### src/rtl/route_pkg.sv
// Shared definitions for the route/feedback bank sequencer: FSM state
// encoding, bank geometry constants and the load-select encoding.
package route_pkg;

    localparam int ROUTE_WORDS  = 10;
    localparam int ROUTE_ADDR_W = 4;
    localparam int ROUTE_DATA_W = 16;

    // Sequencer states, in the order a normal pass visits them.
    typedef enum logic [2:0] {
        IDLE  = 3'd0,
        LOAD  = 3'd1,
        READ  = 3'd2,
        WAIT  = 3'd3,
        WRITE = 3'd4,
        DONE  = 3'd5
    } route_state_t;

    // Source of the data the bank captures when RegLoadEn is high.
    typedef enum logic {
        SEL_M1       = 1'b0,
        SEL_FEEDBACK = 1'b1
    } load_sel_t;

endpackage

### src/rtl/route_seq_ctrl_if.sv
// Load/read interface of the route/feedback register bank.
// master = sequencer (drives the bank controls, receives the LUT result);
// slave  = bank + LUT side.
interface route_seq_ctrl_if import route_pkg::*; #(
    parameter int ADDR_W = ROUTE_ADDR_W,
    parameter int DATA_W = ROUTE_DATA_W
) ();

    logic              gate;
    logic              reg_load_en;
    logic              reg_load_sel;
    logic [ADDR_W-1:0] addr;
    logic              data_out_sel;
    logic [DATA_W-1:0] sig_feedback;
    logic [DATA_W-1:0] lut_data;

    modport master (
        output gate,
        output reg_load_en,
        output reg_load_sel,
        output addr,
        output data_out_sel,
        output sig_feedback,
        input  lut_data
    );

    modport slave (
        input  gate,
        input  reg_load_en,
        input  reg_load_sel,
        input  addr,
        input  data_out_sel,
        input  sig_feedback,
        output lut_data
    );

endinterface

### src/rtl/route_gate_sync.sv
// Bank clock-enable register. Samples the access flag on the falling edge so
// that the enable is already settled before clk rises and stays constant for
// the whole high phase: clk & gate can then only rise together with clk.
// Reset clears the enable asynchronously so the bank sees no further edge.
module route_gate_sync (
    input  logic clk,
    input  logic rst,
    input  logic access,
    output logic gate
);

    // Falling-edge enable register with asynchronous clear.
    always_ff @(negedge clk or posedge rst) begin
        if (rst) begin
            gate <= 1'b0;
        end else begin
            gate <= access;
        end
    end

endmodule

### src/rtl/route_seq_ctrl.sv
// Sequencer for the intermediate route/feedback register bank between M1
// and M2. On start it bulk-loads the M1 result vector, then for every word
// reads it out through the sigmoid LUT, captures the LUT result and writes
// it back into the same word.
//
// Optional feature macro: ROUTE_SEQ_SRAM_SRC_EN
//   When defined, a src_sram input (sampled with start) selects GSRAM as the
//   LUT source: the bulk load is skipped and data_out_sel is raised during
//   READ/WAIT. When undefined, data_out_sel is constant 0 and LOAD always runs.
module route_seq_ctrl import route_pkg::*; #(
    parameter int NUM_WORDS = ROUTE_WORDS,
    parameter int ADDR_W    = ROUTE_ADDR_W,
    parameter int DATA_W    = ROUTE_DATA_W,
    parameter int LUT_LAT   = 1
) (
    input  logic clk,
    input  logic rst,
    input  logic start,
`ifdef ROUTE_SEQ_SRAM_SRC_EN
    input  logic src_sram,
`endif
    route_seq_ctrl_if.master bank,
    output logic busy,
    output logic done
);

    // WAIT lasts LUT_LAT+1 cycles; the counter runs 0..LUT_LAT.
    localparam int WAIT_W = (LUT_LAT > 0) ? $clog2(LUT_LAT + 1) : 1;

    localparam logic [ADDR_W-1:0] LAST_K    = ADDR_W'(NUM_WORDS - 1);
    localparam logic [WAIT_W-1:0] LAST_WAIT = WAIT_W'(LUT_LAT);

    route_state_t      state, state_d;
    logic [ADDR_W-1:0] k, k_d;
    logic [WAIT_W-1:0] wait_cnt, wait_d;
    logic              sram_mode, sram_d;
    logic              fb_load;
    logic              access;
    logic              src_req;

`ifdef ROUTE_SEQ_SRAM_SRC_EN
    assign src_req = src_sram;
`else
    assign src_req = 1'b0;
`endif

    // State, word counter, LUT-wait counter and source-mode registers.
    always_ff @(posedge clk or posedge rst) begin
        // NOTE: sequential state uses non-blocking assignments so every
        // register samples the pre-edge values of all the others.
        if (rst) begin
            state     <= IDLE;
            k         <= '0;
            wait_cnt  <= '0;
            sram_mode <= 1'b0;
        end else begin
            state     <= state_d;
            k         <= k_d;
            wait_cnt  <= wait_d;
            sram_mode <= sram_d;
        end
    end

    // Next-state and counter update; start is only honoured in IDLE.
    always_comb begin
        // NOTE: every signal gets a default before the case so no path
        // leaves one unassigned, which would infer a latch.
        state_d = state;
        k_d     = k;
        wait_d  = wait_cnt;
        sram_d  = sram_mode;
        fb_load = 1'b0;

        case (state)
            IDLE: begin
                if (start) begin
                    k_d     = '0;
                    wait_d  = '0;
                    sram_d  = src_req;
                    state_d = src_req ? READ : LOAD;
                end
            end
            LOAD: begin
                state_d = READ;
            end
            READ: begin
                wait_d  = '0;
                state_d = WAIT;
            end
            WAIT: begin
                if (wait_cnt == LAST_WAIT) begin
                    fb_load = 1'b1;
                    wait_d  = '0;
                    state_d = WRITE;
                end else begin
                    wait_d = wait_cnt + 1'b1;
                end
            end
            WRITE: begin
                if (k == LAST_K) begin
                    state_d = DONE;
                end else begin
                    k_d     = k + 1'b1;
                    state_d = READ;
                end
            end
            DONE: begin
                k_d     = '0;
                sram_d  = 1'b0;
                state_d = IDLE;
            end
            default: begin
                k_d     = '0;
                wait_d  = '0;
                sram_d  = 1'b0;
                state_d = IDLE;
            end
        endcase
    end

    // Bank control decode from the registered state and word counter.
    always_comb begin
        access            = 1'b0;
        bank.reg_load_en  = 1'b0;
        bank.reg_load_sel = SEL_M1;
        bank.addr         = '0;
        bank.data_out_sel = 1'b0;
        busy              = 1'b0;
        done              = 1'b0;

        case (state)
            LOAD: begin
                access            = 1'b1;
                bank.reg_load_en  = 1'b1;
                bank.reg_load_sel = SEL_M1;
                busy              = 1'b1;
            end
            READ: begin
                access            = 1'b1;
                bank.addr         = k;
                bank.data_out_sel = sram_mode;
                busy              = 1'b1;
            end
            WAIT: begin
                bank.addr         = k;
                bank.data_out_sel = sram_mode;
                busy              = 1'b1;
            end
            WRITE: begin
                access            = 1'b1;
                bank.reg_load_en  = 1'b1;
                bank.reg_load_sel = SEL_FEEDBACK;
                bank.addr         = k;
                busy              = 1'b1;
            end
            DONE: begin
                done = 1'b1;
            end
            default: begin
                access = 1'b0;
            end
        endcase
    end

    // Feedback word: holds the LUT result captured on the last WAIT cycle so
    // it is stable for the whole WRITE cycle.
    always_ff @(posedge clk or posedge rst) begin
        if (rst) begin
            bank.sig_feedback <= '0;
        end else if (fb_load) begin
            bank.sig_feedback <= bank.lut_data;
        end
    end

    route_gate_sync u_gate_sync (
        .clk    (clk),
        .rst    (rst),
        .access (access),
        .gate   (bank.gate)
    );

    // The word counter never leaves the bank and done is a single-cycle pulse.
    a_k_range: assert property (@(posedge clk) disable iff (rst) k <= LAST_K);
    a_done_pulse: assert property (@(posedge clk) disable iff (rst) done |=> !done);

endmodule
### src/flat_wrapper.sv
// flat-port wrapper written by rule: the top's interface ports become plain ports
module route_seq_ctrl_flat import route_pkg::*;
#(
    parameter int NUM_WORDS = ROUTE_WORDS,
    parameter int ADDR_W    = ROUTE_ADDR_W,
    parameter int DATA_W    = ROUTE_DATA_W,
    parameter int LUT_LAT   = 1
)
  (clk, rst, start, busy, done, bank_gate, bank_reg_load_en, bank_reg_load_sel, bank_addr, bank_data_out_sel, bank_sig_feedback, bank_lut_data);
  route_seq_ctrl_if #(.ADDR_W(ADDR_W), .DATA_W(DATA_W)) bank_i ();
  input  logic clk;
  input  logic rst;
  input  logic start;
  output logic busy;
  output logic done;
  output wire logic [$bits(bank_i.gate)-1:0] bank_gate;
  output wire logic [$bits(bank_i.reg_load_en)-1:0] bank_reg_load_en;
  output wire logic [$bits(bank_i.reg_load_sel)-1:0] bank_reg_load_sel;
  output wire logic [$bits(bank_i.addr)-1:0] bank_addr;
  output wire logic [$bits(bank_i.data_out_sel)-1:0] bank_data_out_sel;
  output wire logic [$bits(bank_i.sig_feedback)-1:0] bank_sig_feedback;
  input wire logic [$bits(bank_i.lut_data)-1:0] bank_lut_data;
  assign bank_gate = bank_i.gate;
  assign bank_reg_load_en = bank_i.reg_load_en;
  assign bank_reg_load_sel = bank_i.reg_load_sel;
  assign bank_addr = bank_i.addr;
  assign bank_data_out_sel = bank_i.data_out_sel;
  assign bank_sig_feedback = bank_i.sig_feedback;
  assign bank_i.lut_data = bank_lut_data;
  route_seq_ctrl #(.NUM_WORDS(NUM_WORDS), .ADDR_W(ADDR_W), .DATA_W(DATA_W), .LUT_LAT(LUT_LAT)) u_core (.clk(clk), .rst(rst), .start(start), .bank(bank_i), .busy(busy), .done(done));
endmodule
### config.mk
export PLATFORM = sky130hd
export DESIGN_NAME = route_seq_ctrl_flat
export DESIGN_NICKNAME = d
export VERILOG_FILES = /design/src/rtl/route_pkg.sv /design/src/rtl/route_seq_ctrl_if.sv /design/src/rtl/route_gate_sync.sv /design/src/rtl/route_seq_ctrl.sv /design/src/flat_wrapper.sv
export SDC_FILE = /design/constraint.sdc
export NUM_CORES = 1
export LEC_CHECK = 0
export CORE_ASPECT_RATIO = 0.6
export CORE_MARGIN = 4
export CORE_UTILIZATION = 40
export CTS_CLUSTER_SIZE = 14
export DETAILED_ROUTE_END_ITERATION = 8
export GPL_ROUTABILITY_DRIVEN = 0
export PLACE_DENSITY = 0.82
export SLEW_MARGIN = 0
export SYNTH_ARGS = -nofsm -noshare
export SYNTH_HDL_FRONTEND = slang
export SYNTH_SLANG_ARGS = --single-unit
export TNS_END_PERCENT = 20
### constraint.sdc
create_clock -name clk -period 1.8 [get_ports clk]
set_clock_uncertainty 0.15 [all_clocks]
set_input_delay 0.27 -clock clk [delete_from_list [all_inputs] [get_ports clk]]
set_output_delay 0.27 -clock clk [all_outputs]
set_load 0.03 [all_outputs]
# Yosys cells after proc, flatten, opt, wreduce, memory -nomap -nowiden
# Cells that the tools add are included.
# W data, S select, Z words.
[totals]
in_bits = 19
wordCells = 52
reg_bits = 26
output_inout_bits = 26
[classes]
eq_ne = 9
n_bitwise = 3
reduce_logical = 12
n_mux = 20
addsub = 2
[ops]
columns = ["op", "n"]
rows = [
  ["$pmux W3 S5", 1],
  ["$mux W4", 3],
  ["$pmux W4 S3", 1],
  ["$reduce_or A3 Y1", 4],
  ["$mux W1", 10],
  ["$mux W3", 3],
  ["$eq A3 B2 Y1 const B", 2],
  ["$eq A3 B3 Y1 const B", 2],
  ["$reduce_and A2 Y1", 3],
  ["$add A4 B1 Y4 const B", 1],
  ["$eq A4 B4 Y1 const B", 1],
  ["$ne A2 B2 Y1 const B", 2],
  ["$reduce_or A2 Y1", 2],
  ["$reduce_or A4 Y1", 1],
  ["$eq A3 B1 Y1 const B", 1],
  ["$logic_not A3 Y1", 1],
  ["$not A1 Y1", 3],
  ["$pmux W1 S3", 1],
  ["$reduce_and A3 Y1", 1],
  ["$ne A2 B1 Y1 const B", 1],
  ["$pmux W1 S2", 1],
  ["$add A1 B1 Y1 const B", 1],
]

# Depth between registers and ports, before layout
# Gate-level depths: netlist of the first run.
[logic_depth]
depth_word = 4
depth_mapped = 5
depth_no_buf = 5

# Modules after synthesis
# A second synthesis of the first run with hierarchy kept.
[unflattened]
cells_unflattened = 98
hier_area_um2 = 1262.5
[modules_own_cells]
columns = ["mod", "area_per_inst_um2", "cells_each", "seq_area_each_um2", "n_inst"]
rows = [
  ["route_seq_ctrl", 1233.7, 96, 600.6, 1],
  ["route_gate_sync", 28.8, 2, 25.0, 1],
]

==> results of run 1 <==
==> worst max path at each step <==
stage / start / endpoint / slack, ps / cells after the start
2_1_floorplan: u_core.state[0]$_DFFE_PP0P_ / u_core.u_gate_sync.gate$_DFF_NP0_ / -160 / 3
3_3_place_gp: u_core.state[2]$_DFFE_PP0P_ / u_core.u_gate_sync.gate$_DFF_NP0_ / -70 / 2
3_5_place_dp: u_core.state[2]$_DFFE_PP0P_ / u_core.u_gate_sync.gate$_DFF_NP0_ / -110 / 2
4_1_cts: u_core.u_gate_sync.gate$_DFF_NP0_ / bank_gate / -330 / 1
5_1_grt: u_core.u_gate_sync.gate$_DFF_NP0_ / bank_gate / -370 / 1
6_report: u_core.u_gate_sync.gate$_DFF_NP0_ / bank_gate / -330 / 1
==> layout make-up <==
cell class	count	area share (%)
clock buffer	3	2.293
clock inverter	1	0.2780
inverter	4	0.8339
multi-input combinational	59	32.11
timing repair buffer	52	26.82
sequential	25	34.75
tap	42	2.919
==> metal layers <==
metal	share of wire, %	global-route usage [%]	vias up
met5	0	0	-
met4	0.84	3.143	0
met3	6.6	4.839	4
met2	51	25.98	31
met1	42	17.96	415
li1	-	-	418
==> synthesized netlist by cell type (2+ instances only) <==
master    count
nor2b_1       3
nor2_1        7
buf_6         3
mux2_4        9
inv_1         4
nand2_1       4
o22ai_1       2
mux2i_1       3
nand2b_1      2
dfrtp_1      24
xnor2_1       3
ha_1          2
o21ai_0       2
mux2_2        7
==> power breakdown <==
group / total (uW) / internal, uW / switching, uW
Combinational: 2030 / 992 / 1040
Clock: 323 / 155 / 168
Sequential: 1010 / 819 / 191
==> cells by family (layout without fill, tap and decap cells) <==
kind of cell | after synthesis | in the layout | share of synthesized area [%]
DFF | 25 | 25 | 51.28
and+or+nand+nor | 24 | 24 | 13.03
muxes | 19 | 19 | 20.00
AOI/OAI and AO/OA | 10 | 10 | 6.154
buffers and inverters | 9 | 60 | 5.025
xor gates and xnor gates | 3 | 3 | 2.154
adders and majority gates | 2 | 2 | 2.051
other | 1 | 1 | 0.3074
==> flip-flops by register name, summed over array words and instances, names as in the netlist <==
signal and flops:
u_core.bank.sig_feedback 16, u_core.k 4, u_core.state 3, u_core.u_gate_sync.gate 1, u_core.wait_cnt 1
==> stage by stage <==
step	hold WS, ps	setup TNS [ps]	setup slack (ps)
floorplan	147.3	-536.9	-164.0
global placement	340.0	-108.3	-72.57
detailed placement	343.7	-139.7	-105.3
CTS	238.4	-1354	-329.0
global route	293.9	-1710	-372.5
finish	225.4	-1252	-325.5
==> repair_timing <==
action,4_1_cts,5_1_grt
cloned,0,0
resized for setup,2,1
endpoints found under the setup margin,7,24
==> impl_metrics.py, run 1 <==
metrics = {
    "synth": {
        "ys_types": 32,
        "ys.flop_type": "dfrtp_1",
        "yosys.area.top_type": "dfrtp_1",
        "synth_fp_nets": 114,
        "ys_async_sr_fraction_pct": 100.0,
        "synth_seq_cells": 25,
        "ys_seq_area_share_pct": 51.28,
        "synthTopCellsByArea": "dfrtp_1 49%, mux2_4 11%, mux2_2 6.5%",
        "avgSynthCellArea_um2": 13.12,
        "synth_edf_count": 0,
        "synthCells": 93,
        "synth_top_area_share_pct": 49.23,
        "syn-cell-area_mm2": 0.001220,
        "yosys_warnings": 0,
    },
    "floorplanning": {
        "die_area_mm2": 0.004026,
        "ios": 45,
        "start_util_pct": 42.21,
        "fp.dieH_um": 50.78,
        "num_rows": 15,
        "die_w_um": 79.30,
        "coreArea_mm2": 0.002890,
    },
    "detailed_routing": {
        "wl_um": 2732,
        "first_iter_violations": 54,
        "ant_nets": 0,
        "viasPerCell": 4.667,
        "wl_per_cell_um": 14.69,
        "drc": 0,
        "num_vias": 868,
        "firstDrtPassIters": 4,
    },
    "placement": {
        "port_buffers": 43,
        "hpwlAfterDp_um": 2208,
        "postPlaceCellArea_mm2": 0.001742,
        "dpl.cell_count": 182,
    },
    "final_layout": {
        "area_growth_pct": 47.59,
        "final_common_cell": "clkdlybuf4s50_1",
        "drive_above_1_share_pct": 34.72,
        "layout_common_cells": "34 x clkdlybuf4s50_1, 24 x dfrtp_1, 16 x buf_4, 9 x mux2_4, 7 x mux2_2",
        "n_antenna_cell": 0,
        "regArea_um2": 625.6,
        "post-route-util_pct": 62.29,
        "fin_area_mm2": 0.001800,
        "fill_cells": 244,
        "finalNetCount": 166,
        "stdcell_count": 186,
        "multiInputGateArea_um2": 578.1,
    },
    "global_routing": {
        "grt_usage_pct": 14.85,
        "grt_pass1_wl_um": 4588,
        "antenna_found_initial": 0,
        "grt_max_degree": 25,
        "overflow": 0,
        "grt_pass1_vias": 961,
    },
    "worst_setup_path": {
        "r2r_slack_ps": -120,
        "arrival_ps": 1710,
        "r2r-end": "u_core.u_gate_sync.gate$_DFF_NP0_",
        "slowest_delay_ps": 400,
        "path_buf_inv": 1,
        "crit_chain": "buf_6",
        "worstPathMaxFanout": 1,
        "worstPathRequired_ps": 1380,
        "cp_top_family": "flip-flops",
        "critPathLaunchType": "flip-flop",
        "r2r_cells": 2,
        "cp-end-kind": "output port",
        "slowest_stage": "dfrtn_1",
        "worstSetupPathType": "flip-flop to output port",
        "rr_startpoint": "u_core.state[0]$_DFFE_PP0P_",
    },
    "clocking": {
        "cts_root_buffer": "clkbuf_8",
        "cts_buffer_depth": 2,
        "cts_setup_buffers": 0,
        "clk-insertion-delay-late_ps": 260,
        "htreeDepth": 1,
        "hold_buffers": 0,
        "path_clk_slew_ps": 80,
        "cts_tree": "yes",
        "cts_sinks": 25,
        "cts_made_buffers": 3,
    },
    "power_and_ir_drop": {
        "ir_worst_vdd_v": 0.0008368,
        "leakage_uw": 0.0008238,
        "p_per_area_mw_per_mm2": 1867,
        "power_uw": 3362,
    },
    "sta": {
        "finalWorstSetupSlack_ps": -325.5,
        "rsz0062_at_grt": "yes",
        "hold_viol": 0,
        "finalSetupViolCount": 7,
        "slew_viol_final": 0,
    },
    "outcome": {
        "violations": "setup timing",
        "status": "complete, but fails checks",
    },
    "job": {
        "maxCapViolations": 0,
    },
    "min_path": {
        "hp-class": "primary input to asynchronous set/reset pin",
    },
}
Note: power is estimated with default switching activity, not from simulation.
==> run 2, diff against run 1 <==
- DONT_BUFFER_PORTS: default -> 1
- PLACE_DENSITY: 0.82 -> 0.63
- REMOVE_ABC_BUFFERS: default -> 1
==> run 2 against run 1 <==
Against the previous run: the flow still finishes with violations (setup timing); hold slack got worse by 130 ps; cell count fell by 11%; core utilization fell by 7.6 points; design area fell by 12%; sequential power rose by 41%; routed wire length fell by 14%; first-iteration DRC count fell by 33%; global-route usage fell by 1.9 points; via count fell by 9.7%; non-clock buffer count fell by 20; combinational power fell by 44%.
==> impl_metrics.py, run 2 (synthesis results as in run 1) <==
metrics = {
    "final_layout": {
        "stdcell_count": 166,
        "area_growth_pct": 29.64,
        "largest_reg_flops": 16,
        "reg.largest.list": "u_core.bank.sig_feedback x16, u_core.k x4, u_core.state x3",
        "layout_common_cells": "24 x dfrtp_1, 17 x dlygate4sd3_1, 12 x buf_4, 9 x mux2_4, 7 x mux2_2",
        "drive_above_1_share_pct": 34.68,
        "post-route-util_pct": 54.72,
        "fill_cells": 262,
        "largest-register": "u_core.bank.sig_feedback",
        "n_antenna_cell": 0,
        "final_common_cell": "dfrtp_1",
        "finalNetCount": 146,
    },
    "power_and_ir_drop": {
        "seqPwrFrac_pct": 49.3,
        "p_per_area_mw_per_mm2": 1826,
        "p_comb_share_pct": 39.3,
        "swShare_pct": 44.20,
        "p_int_uw": 1611,
        "leakage_uw": 0.0007471,
        "ir_worst_vdd_v": 0.001081,
        "power.switching_uw": 1276,
        "power_uw": 2887,
        "clkPwrFrac_pct": 11.4,
    },
    "floorplanning": {
        "coreArea_mm2": 0.002890,
        "start_util_pct": 42.21,
        "ios": 45,
        "fp.dieH_um": 50.78,
        "die_w_um": 79.30,
        "die_area_mm2": 0.004026,
        "num_rows": 15,
    },
    "clocking": {
        "cts_buffer_depth": 2,
        "path_clk_slew_ps": 80,
        "cts_tree": "yes",
        "htreeDepth": 1,
        "cts_made_buffers": 3,
        "cts_root_buffer": "clkbuf_8",
        "cts_sinks": 25,
        "cts_setup_buffers": 0,
        "clk-insertion-delay-late_ps": 260,
    },
    "global_routing": {
        "grt_pass1_vias": 827,
        "overflow": 0,
        "grt_max_degree": 25,
        "grt_usage_pct": 12.96,
        "grt_pass1_wl_um": 4002,
        "antenna_found_initial": 0,
    },
    "sta": {
        "rsz0062_at_grt": "yes",
        "finalSetupViolCount": 6,
        "hold_viol": 0,
        "slew_viol_final": 0,
        "fin_setup_tns_ps": -732.6,
        "finalWorstSetupSlack_ps": -355.6,
    },
    "detailed_routing": {
        "first_iter_violations": 36,
        "wl_um": 2344,
        "wl_per_cell_um": 14.12,
        "ant_nets": 0,
        "firstDrtPassIters": 4,
        "viasPerCell": 4.723,
        "drc": 0,
        "num_vias": 784,
    },
    "worst_setup_path": {
        "rr_startpoint": "u_core.state[2]$_DFFE_PP0P_",
        "critPathLaunchType": "flip-flop",
        "arrival_ps": 1740,
        "r2r_cells": 2,
        "r2r-end": "u_core.u_gate_sync.gate$_DFF_NP0_",
        "r2r_slack_ps": -120,
        "crit_cells": 0,
        "worstPathRequired_ps": 1380,
        "worstSetupPathType": "flip-flop to output port",
        "setup.worst_path.start": "u_core.u_gate_sync.gate$_DFF_NP0_",
        "cp-endpoint": "bank_gate",
        "cp-end-kind": "output port",
        "worstPathMaxFanout": 1,
    },
    "outcome": {
        "violations": "setup timing",
        "status": "complete, but fails checks",
    },
    "placement": {
        "dpl.cell_count": 145,
        "hpwlAfterDp_um": 1678,
        "port_buffers": 0,
    },
    "min_path": {
        "hp-class": "primary input to flip-flop",
    },
    "job": {
        "maxCapViolations": 0,
    },
}
-- run 2: per-layer routing --
layer / vias up / GRT usage (%) / part of all wire, %
met5: - / 0 / 0
met3: 2 / 6.810 / 10
met2: 31 / 21.79 / 45
li1: 377 / - / -
met4: 0 / 2.571 / 0.34
met1: 374 / 14.81 / 45
-- run 2: final cells by class --
class | count | area [um^2] | area share (%)
multi-input cells | 59 | 548.0 | 34.65
clock buffers | 3 | 41.29 | 2.611
repair buffers | 32 | 294.0 | 18.59
well taps | 42 | 52.55 | 3.323
inverters | 4 | 15.01 | 0.9494
clock inverters | 1 | 5.005 | 0.3165
flip-flops and latches | 25 | 625.6 | 39.56
-- run 2: stage by stage --
step,setup slack [ps],hold WS [ps],area [um^2]
finish,-355.6,98.00,1582
global route,-376.6,90.21,1582
CTS,-365.7,89.46,1569
detailed placement,-126.5,213.8,1339
global placement,-100.7,200.4,1339
floorplan,-269.1,147.3,1174
-- run 2: how the worst min path moves through the flow --
stage / start / cells after the start / to
2_1_floorplan: rst / 1 / u_core.bank.sig_feedback[0]$_DFFE_PP0P_
3_3_place_gp: rst / 2 / u_core.bank.sig_feedback[10]$_DFFE_PP0P_
3_5_place_dp: rst / 2 / u_core.bank.sig_feedback[10]$_DFFE_PP0P_
4_1_cts: start / 2 / u_core.wait_cnt$_DFFE_PP0P_
5_1_grt: start / 2 / u_core.wait_cnt$_DFFE_PP0P_
6_report: start / 2 / u_core.wait_cnt$_DFFE_PP0P_
-- run 2: worst reg2reg max path, stage by stage, from the launching register on --
cell and delay [ps]:
dfrtp_1 440, xnor2_2 170, o22ai_1 110
-- run 2: power groups by stage --
stage	Sequential [uW]	Combinational (uW)	Clock (uW)
after floorplan	1430	730	0
after global placement	1420	1040	0
after detailed placement	1420	1070	0
after CTS	1420	1120	342
after global routing	1460	1230	369
final	1420	1140	328
-- run 2: timing repair --
action,in CTS,in global routing
endpoints found under the hold margin,40,0
pin swaps,2,1
hold buffers,17,0
endpoints found under the setup margin,6,22
gates resized for setup,4,2
cloned,0,0
